## src/rtl/flash_apb_master.sv

```systemverilog
// flash_apb_master: single-outstanding APB master bridging a valid/ready host port to a flash responder.
// Optional ACCESS-phase timeout abort enabled by defining FLASH_APB_TIMEOUT_EN.
`default_nettype none

module flash_apb_master #(
    parameter int TIMEOUT_CYCLES = 255
) (
    input  logic        clk,
    input  logic        reset,
    input  logic        req_valid,
    output logic        req_ready,
    input  logic        req_write,
    input  logic [7:0]  req_addr,
    input  logic [31:0] req_wdata,
    output logic        rsp_valid,
    input  logic        rsp_ready,
    output logic [31:0] rsp_rdata,
    output logic        rsp_err,
    output logic        apb_sel,
    output logic        apb_enable,
    output logic        apb_write,
    output logic [7:0]  apb_addr,
    output logic [31:0] apb_wdata,
    input  logic [31:0] apb_rdata,
    input  logic        apb_ready,
    input  logic        apb_slverr
);

    typedef enum logic [1:0] {
        S_IDLE   = 2'd0,
        S_SETUP  = 2'd1,
        S_ACCESS = 2'd2,
        S_RESP   = 2'd3
    } state_e;

    state_e      state_q;
    logic        sel_q;
    logic        enable_q;
    logic        write_q;
    logic [7:0]  addr_q;
    logic [31:0] wdata_q;
    logic        rsp_valid_q;
    logic        rsp_err_q;
    logic [31:0] rsp_rdata_q;

    logic        accept;
    logic        timeout;

    // Gated by reset so the host never sees ready while reset is held.
    assign req_ready = (state_q == S_IDLE) && !reset;
    assign accept    = req_valid && req_ready;

`ifdef FLASH_APB_TIMEOUT_EN
    localparam int CNT_W = $clog2(TIMEOUT_CYCLES + 1);

    logic [CNT_W-1:0] wait_cnt_q;

    // Abort fires at the end of the TIMEOUT_CYCLES-th ACCESS cycle without apb_ready.
    assign timeout = (state_q == S_ACCESS) && !apb_ready &&
                     (wait_cnt_q == CNT_W'(TIMEOUT_CYCLES - 1));

    always_ff @(posedge clk) begin
        if (reset) begin
            wait_cnt_q <= '0;
        end else if (accept) begin
            wait_cnt_q <= '0;
        end else if ((state_q == S_ACCESS) && !apb_ready) begin
            wait_cnt_q <= wait_cnt_q + 1'b1;
        end
    end
`else
    localparam int c_unused_timeout_cycles = TIMEOUT_CYCLES;

    assign timeout = 1'b0;
`endif

    always_ff @(posedge clk) begin
        if (reset) begin
            state_q     <= S_IDLE;
            sel_q       <= 1'b0;
            enable_q    <= 1'b0;
            write_q     <= 1'b0;
            addr_q      <= '0;
            wdata_q     <= '0;
            rsp_valid_q <= 1'b0;
            rsp_err_q   <= 1'b0;
            rsp_rdata_q <= '0;
        end else begin
            case (state_q)
                S_IDLE: begin
                    if (accept) begin
                        write_q <= req_write;
                        addr_q  <= req_addr;
                        wdata_q <= req_write ? req_wdata : 32'd0;
                        sel_q   <= 1'b1;
                        state_q <= S_SETUP;
                    end
                end
                S_SETUP: begin
                    enable_q <= 1'b1;
                    state_q  <= S_ACCESS;
                end
                S_ACCESS: begin
                    if (apb_ready) begin
                        sel_q       <= 1'b0;
                        enable_q    <= 1'b0;
                        rsp_valid_q <= 1'b1;
                        rsp_err_q   <= apb_slverr;
                        rsp_rdata_q <= (!write_q && !apb_slverr) ? apb_rdata : 32'd0;
                        state_q     <= S_RESP;
                    end else if (timeout) begin
                        sel_q       <= 1'b0;
                        enable_q    <= 1'b0;
                        rsp_valid_q <= 1'b1;
                        rsp_err_q   <= 1'b1;
                        rsp_rdata_q <= '0;
                        state_q     <= S_RESP;
                    end
                end
                S_RESP: begin
                    if (rsp_ready) begin
                        rsp_valid_q <= 1'b0;
                        rsp_err_q   <= 1'b0;
                        rsp_rdata_q <= '0;
                        state_q     <= S_IDLE;
                    end
                end
                default: begin
                    state_q <= S_IDLE;
                end
            endcase
        end
    end

    assign apb_sel    = sel_q;
    assign apb_enable = enable_q;
    assign apb_write  = write_q;
    assign apb_addr   = addr_q;
    assign apb_wdata  = wdata_q;
    assign rsp_valid  = rsp_valid_q;
    assign rsp_err    = rsp_err_q;
    assign rsp_rdata  = rsp_rdata_q;

endmodule

`default_nettype wire

```

## config.mk

```make
export PLATFORM = sky130hd
export DESIGN_NAME = flash_apb_master
export DESIGN_NICKNAME = d
export VERILOG_FILES = /design/src/rtl/flash_apb_master.sv
export SDC_FILE = /design/constraint.sdc
export NUM_CORES = 1
export LEC_CHECK = 0
export ABC_AREA = 1
export BUFFER_PORTS_ARGS = -buffer_cell sky130_fd_sc_hd__buf_4
export CORE_UTILIZATION = 33
export DETAILED_ROUTE_END_ITERATION = 10
export GPL_ROUTABILITY_DRIVEN = 0
export SETUP_SLACK_MARGIN = 0.4
export SLEW_MARGIN = 20
export SYNTH_ARGS = -nofsm -noshare
export SYNTH_HDL_FRONTEND = slang
export SYNTH_SLANG_ARGS = --single-unit
```

## constraint.sdc

```tcl
create_clock -name clk -period 2.3 [get_ports clk]
set_input_delay 0.115 -clock clk [delete_from_list [all_inputs] [get_ports clk]]
set_output_delay 0.115 -clock clk [all_outputs]
set_load 0.005 [all_outputs]
```

; ---- After elaboration in Yosys (flattened, before gate mapping)
; Cells that the tools add are included.
[classes]
multipliers = 0
bitwise = 0
reduce_logical = 15
order_cmp = 0
n_addsub = 0
n_eq_ne = 6
n_shift = 0
div_mod_pow = 0
muxes = 18
[ops]
columns = op, count
row1 = $mux W32, 4
row2 = $pmux W32 S2, 1
row3 = $reduce_and A3 Y1, 3
row4 = $pmux W1 S2, 4
row5 = $pmux W2 S4, 1
row6 = $mux W2, 3
row7 = $ne A2 B2 Y1 const B, 3
row8 = $reduce_bool A2 Y1, 3
row9 = $mux W1, 5
row10 = $eq A2 B2 Y1 const B, 2
row11 = $reduce_and A2 Y1, 2
row12 = $logic_and A1 B1 Y1, 3
row13 = $logic_not A1 Y1, 3
row14 = $eq A2 B1 Y1 const B, 1
row15 = $logic_not A2 Y1, 1
[word_totals]
reg_bits = 79
mem_bits_ro = 0
in_bits = 79
latch_bits = 0
out_inout_bits = 78
ramBits = 0
memories = 0

; ---- Logic depth before layout (Yosys ltp)
; Gate-level depths: netlist of the first run.
[logic_depth]
ltp_word = 5
mapped_depth = 8
ltp_nobuf = 8

; ---- Worst setup path before layout of the first run
; OpenSTA, ideal clock, no wires.
[synth_path]
path_type = flip-flop to flip-flop
from = register state_q[0]
to = register rsp_rdata_q[11] (netlist: rsp_rdata[11])
required_ns = 2.168
setup_time_ns = 0.132
t_arrival_ns = 1.189
path_stages_with_launch = 8
synth_period_minus_slack_ns = 1.322
slack_ns = 0.978
n_path_buf = 1
path_cell_list = dfxtp_1 -> inv_1 -> ha_1 -> nand2_1 -> nand3_2 -> buf_4 -> nand2_1 -> a21oi_1
[synth_between]
elab_chain_cells = 3
[synth_lines]
columns = element, line_no
row1 = "start, declared", 36  ; state_e state_q;
row2 = "start signal, assigned", 79  ; state_q <= S_IDLE;
row3 = "start signal, assigned", 96  ; state_q <= S_SETUP;
row4 = "start signal, assigned", 101  ; state_q <= S_ACCESS;
row5 = $eq A2 B2 Y1, 89  ; case (state_q)
row6 = $ne A2 B2 Y1 (no line) / $reduce_bool A2 Y1 (equally long branches), n/a
row7 = $reduce_and A3 Y1 (no line), n/a
row8 = "end signal, assigned", 109  ; rsp_rdata_q <= (!write_q && !apb_slverr) ? apb_rdata : 32'd0;
row9 = "end, declared", 44  ; logic [31:0] rsp_rdata_q;
; Several ways; a longest one is shown, not always the timed one.
; A chain may end at the register's enable or synchronous reset.

; ---- Worst setup path in the final report of the first run
[layout_path]
from = register state_q[0]
to = output req_ready
[layout_between]
elab_chain_cells = 2
[layout_lines]
columns = element, line_no
row1 = $logic_not A2 Y1, 50  ; assign req_ready = (state_q == S_IDLE) && !reset;
row2 = $logic_and A1 B1 Y1, 50
row3 = "end, declared", 11  ; output logic req_ready,
; Every way passes these cells.

==> results of run 1 <==
worst register-to-register path: cells and delay by family (launching register included):
kind / cells / cell delay (ps)
adder cells (fa/ha/maj): 1 / 220
flip-flops: 1 / 380
buffers and inverters: 3 / 480
AO/OA/AOI/OAI: 1 / 150
AND/OR/NAND/NOR: 3 / 360
Yosys cell counts:
| cell | instances |
|---|---|
| buf_2 | 6 |
| nand2_1 | 84 |
| clkbuf_1 | 9 |
| nand3_2 | 1 |
| o21ai_0 | 1 |
| buf_6 | 11 |
| nand4_1 | 32 |
| nand3_1 | 52 |
| nor2_2 | 1 |
| dfxtp_1 | 79 |
| nand2_2 | 2 |
| inv_1 | 13 |
| a22oi_1 | 1 |
| nor2_1 | 7 |
| nor2_4 | 1 |
| nor2_8 | 1 |
| ha_1 | 5 |
| buf_4 | 9 |
| a21oi_1 | 69 |
layer usage:
metal	wire, um	GRT usage (%)	part of all wire [%]
met3	708	5.22	8.0
met1	3970	22.4	45
met4	148	7.80	1.7
met2	4020	28.4	45
met5	0	0	0
registers in the layout, summed over array words and instances (netlist names):
signal / cells
apb_wdata: 32
rsp_rdata: 32
apb_addr: 8
state_q: 2
apb_enable: 1
apb_sel: 1
apb_write: 1
rsp_err: 1
rsp_valid: 1
path summary, 6_finish.rpt:
check | endpoint | cells past startpoint | startpoint
worst max-delay path | req_ready | 6 | state_q[0]$_SDFFE_PP0P_
worst min-delay path | rsp_rdata[4]$_SDFFE_PP0P_ | 3 | apb_rdata[4]
worst max register to register | apb_wdata[19]$_SDFFE_PP0P_ | 8 | state_q[0]$_SDFFE_PP0P_
worst min register to register | rsp_rdata[22]$_SDFFE_PP0P_ | 2 | rsp_rdata[22]$_SDFFE_PP0P_
kinds of logic (layout without fill, tap and decap cells):
group | after synthesis | count (layout) | synth area share, %
simple gates | 181 | 181 | 27.2
compound gates | 71 | 71 | 11.3
flops | 79 | 79 | 49.9
fa+ha+maj | 5 | 5 | 1.97
buf+inv | 48 | 198 | 9.60
power breakdown:
| group | leakage [uW] | internal (uW) | switching [uW] |
|---|---|---|---|
| clock network | 0.000119 | 747 | 505 |
| registers | 0.000640 | 1500 | 76.5 |
| logic | 0.00124 | 483 | 668 |
| total | 0.00200 | 2730 | 1250 |
repair_timing:
| action | CTS | global route |
|---|---|---|
| endpoints found under the hold margin | 8 | 0 |
| resized for setup | 2 | 2 |
| pin swaps | 0 | 1 |
| hold buffers | 8 | 0 |
| setup buffers | 0 | 1 |
| setup endpoints to repair | 14 | 1 |
stage by stage:
stage	hold WS [ps]	area, um2	utilization, %	setup slack [ps]
final	40.3	4650	50.1	602
after global routing	20.5	4650	50.1	453
after CTS	18.0	4630	49.9	406
after detailed placement	346	4300	46.3	386
after global placement	341	4300	46.3	491
after floorplan	253	3170	-	978
area by class of cell:
type / instances / area, um2
fill: 941 / 4640
sequential: 79 / 1580
timing repair buffer: 170 / 1320
multi-input combinational: 257 / 1290
tap: 129 / 161
clock buffer: 10 / 138
clock inverter: 5 / 106
inverter: 13 / 48.8
==> impl_metrics.py, run 1 <==
metrics = {
    "cts": {
        "cts_inserted_buffers": 9,
        "clockRootBuffer": "clkbuf_8",
        "h-tree-depth": 3,
        "clk_path_buf_depth": 2,
        "clkTransAtPathRegs_ps": 80,
        "insertion_delay_ps": 350,
        "cts_tree": "yes",
        "cts_sinks": 79,
    },
    "setup_path": {
        "critPathBufInv": 4,
        "slowest_delay_ps": 380,
        "cp_slowest_cell": "dfxtp_1",
        "cp.required_ps": 2180,
        "cp_data_arrival_time_ps": 1580,
        "cp_max_fo": 32,
        "crit_family": "buffers and inverters",
        "crit_top_cell": "inv_1",
        "startpoint_type": "flop",
        "rrSetupSlack_ps": 630,
        "crit_type": "flop to output pin",
        "cp-end-kind": "output pin",
        "worstPathCellList": "inv_1, ha_1, inv_1, nor2_8, buf_12, buf_4",
    },
    "route": {
        "drt_iter0_drc": 130,
        "drc": 0,
        "drtAntennaViolNets": 0,
        "firstDrtPassIters": 4,
        "vias": 3188,
        "routed_wl_um": 8850,
        "vias_per_cell": 4.81,
        "wire_per_inst_um": 13.3,
    },
    "synth": {
        "synth_cells": 384,
        "synth_seq_cells": 79,
        "yosysTopAreaCellShare_pct": 49.9,
        "yosys.area.top_type": "dfxtp_1",
        "synth_nets": 468,
        "synthTopCellsByArea": "dfxtp_1 50%, a21oi_1 11%, nand2_1 10%",
        "netlist_area_mm2": 0.00317,
        "yosys.cell_types.count": 19,
        "synth_warnings": 0,
        "synth_seq_area_share_pct": 49.9,
        "avgSynthCellArea_um2": 8.25,
    },
    "global_route": {
        "grt_overflow": 0,
        "grt.total_usage_pct": 17.8,
        "grt_pass1_vias": 3032,
        "grt_pass1_wl_um": 14200,
        "antenna_found_initial": 0,
        "grt_max_degree": 68,
    },
    "die": {
        "num_rows": 35,
        "core_mm2": 0.00928,
        "die_h_um": 100,
        "initial_core_util_pct": 34.1,
        "die_x_um": 100,
        "die_area_mm2": 0.0100,
        "ios": 157,
    },
    "sta": {
        "finalHoldViolations": 0,
        "slew-limit-headroom_pct": 51.9,
        "fin_skew_ps": 8.08,
        "tightest_slew_ps": 722,
        "finalCritPeriodShare_pct": 73.8,
        "setup_viol": 0,
        "period_needed_ps": 1700,
        "final.setup.tns_ps": 0,
        "slew_viol_final": 0,
        "rsz0062_at_grt": "false",
        "max_clock_freq_ghz": 0.589,
    },
    "final_layout": {
        "nets": 614,
        "syn2layout_area_growth_pct": 46.7,
        "layout-drive-gt1-share_pct": 34.3,
        "layout.cells.most_common": "buf_4",
        "num_antenna_cells": 0,
        "fin_cells": 663,
        "most-common-layout-cells": "160 x buf_4, 84 x nand2_1, 79 x dfxtp_1, 69 x a21oi_1, 52 x nand3_1",
    },
    "flow_run": {
        "drv_cap": 0,
    },
    "power": {
        "total_power_uw": 3980,
        "p_leak_uw": 0.00200,
        "cellPowerDensity_mw_per_mm2": 856,
        "peakVddDrop_mv": 0.353,
    },
    "place": {
        "io_buffers": 156,
        "place_inst": 639,
        "hpwlAfterDp_um": 5750,
    },
    "status": {
        "status": "finished, final reports clean",
    },
    "min_path": {
        "min_path_type": "primary input to flop",
    },
}
Power figures use the tool's default switching activity.
==> run 2: changes to the inputs <==
- clock period: 2.3 -> 1.75 ns (I/O delays scaled with it)
==> impl_metrics.py, run 2 (synthesis results as in run 1) <==
metrics = {
    "status": {
        "status": "finished, final reports clean",
    },
    "power": {
        "p_leak_uw": 0.00229,
        "cellPowerDensity_mw_per_mm2": 1120,
        "peakVddDrop_mv": 0.597,
        "total_power_uw": 5990,
    },
    "die": {
        "die_x_um": 100,
        "ios": 157,
        "num_rows": 35,
        "initial_core_util_pct": 34.1,
        "die_h_um": 100,
        "core_mm2": 0.00928,
        "die_area_mm2": 0.0100,
    },
    "sta": {
        "slew-limit-headroom_pct": 49.8,
        "hold_ws_ps": 21.9,
        "rsz0062_at_grt": "true",
        "slew_viol_final": 0,
        "final.setup.tns_ps": 0,
        "period_needed_ps": 1450,
        "max_clock_freq_ghz": 0.692,
        "setup_viol": 0,
        "finalCritPeriodShare_pct": 82.6,
        "tightest_slew_ps": 753,
        "fin_skew_ps": 9.65,
        "finalHoldViolations": 0,
    },
    "final_layout": {
        "n_fill_cell": 865,
        "num_antenna_cells": 0,
        "layout.cells.most_common": "buf_4",
        "syn2layout_area_growth_pct": 69.3,
        "final_design_area_no_fill_mm2": 0.00536,
        "layout-drive-gt1-share_pct": 42.6,
        "most-common-layout-cells": "166 x buf_4, 77 x dfxtp_1, 67 x nand2_1, 64 x a21oi_1, 44 x nand3_1",
        "nets": 658,
    },
    "global_route": {
        "globalRouteMet3Util_pct": 6.13,
        "use_met2_pct": 33.3,
        "grt_max_degree": 68,
        "grt_busiest_layer": "met2",
        "antenna_found_initial": 0,
        "grtUsageMet1_pct": 23.8,
        "grt.total_usage_pct": 19.6,
        "grt_overflow": 0,
        "grt_pass1_wl_um": 15600,
        "grt_pass1_vias": 3191,
    },
    "route": {
        "firstDrtPassIters": 4,
        "drc": 0,
        "drtAntennaViolNets": 0,
        "vias_per_cell": 4.81,
        "drt_iter0_drc": 119,
        "routed_wl_um": 10200,
        "vias": 3404,
        "wire_per_inst_um": 14.4,
    },
    "min_path": {
        "min_path_type": "primary input to flop",
    },
    "place": {
        "dpl_cell_area_mm2": 0.00435,
        "io_buffers": 156,
        "hpwlAfterDp_um": 5830,
    },
    "setup_path": {
        "crit_type": "flop to output pin",
        "worstPathCellList": "inv_2, ha_4, inv_4, nor2_8, buf_6, buf_12, buf_6",
        "rrSetupSlack_ps": 310,
        "cp_data_arrival_time_ps": 1360,
        "cp_slowest_cell": "dfxtp_2",
        "cp.required_ps": 1660,
        "slowest_delay_ps": 330,
        "crit_top_cell": "buf_6",
        "startpoint_type": "flop",
        "crit_family": "buffers and inverters",
        "cp_max_fo": 3,
        "critPathBufInv": 5,
        "cp-end-kind": "output pin",
    },
    "cts": {
        "clk_path_buf_depth": 2,
        "h-tree-depth": 3,
        "cts_sinks": 79,
        "clkTransAtPathRegs_ps": 80,
        "insertion_delay_ps": 340,
        "clockRootBuffer": "clkbuf_8",
        "cts_inserted_buffers": 9,
        "cts_tree": "yes",
    },
    "flow_run": {
        "drv_cap": 0,
    },
}
[run 2: cell count changes in the layout (fill, tap and decap cells not counted), sizes merged]
| cell | before | now |
|---|---|---|
| buf | 162 | 186 |
| bufinv | 3 | 1 |
| clkbuf | 10 | 12 |
| clkinv | 1 | 3 |
| dlygate4sd3 | 8 | 26 |
[run 2: power breakdown]
part           switching [uW]  internal [uW]
combinational            1220           1370
sequential                109           1970
clock                     665            655
[run 2: path summary, 6_finish.rpt]
kind,from,to,depth (start not counted)
worst min register to register,rsp_rdata[9]$_SDFFE_PP0P_,rsp_rdata[9]$_SDFFE_PP0P_,2
worst max register to register,state_q[0]$_SDFFE_PP0P_,apb_wdata[27]$_SDFFE_PP0P_,9
worst min-delay path,apb_rdata[9],rsp_rdata[9]$_SDFFE_PP0P_,3
worst max-delay path,state_q[0]$_SDFFE_PP0P_,req_ready,7
[run 2: layer usage]
layer,vias up,share of wire [%]
met3,13,7.5
met1,1574,43
met2,124,48
met5,-,0
met4,0,1.4
li1,1693,-
[run 2: repair_timing]
action                                  CTS  global route
setup buffers                            12             2
resized for setup                        35            40
pin swaps                                 7            13
hold buffers                             26             0
endpoints found under the setup margin   77            78
hold endpoints to repair                 26             0
gates cloned                              6             3
[run 2: per-stage QoR]
stage	std cells	util, %	setup WS [ps]
after floorplan	384	-	428
after global placement	643	46.9	226
after detailed placement	643	46.9	159
after CTS	702	55.3	293
after global routing	707	57.8	219
final	707	57.8	305
[run 2: layout make-up]
| type | instances | area, um2 | area share (%) |
|---|---|---|---|
| Tap cell | 129 | 161 | 3.01 |
| Clock inverter | 5 | 60.1 | 1.12 |
| Sequential cell | 79 | 1580 | 29.5 |
| Timing Repair Buffer | 214 | 1920 | 35.8 |
| Inverter | 13 | 51.3 | 0.956 |
| Multi-Input combinational cell | 257 | 1460 | 27.2 |
| Clock buffer | 10 | 128 | 2.38 |
[run 2: worst register-to-register path, cell delays in order, from the launching register on]
cell and delay, ps:
dfxtp_2 330, inv_2 80, ha_4 150, inv_4 50, nor2_8 110, buf_6 130, buf_8 130, buf_8 120
nand4_1 100, a21oi_2 160
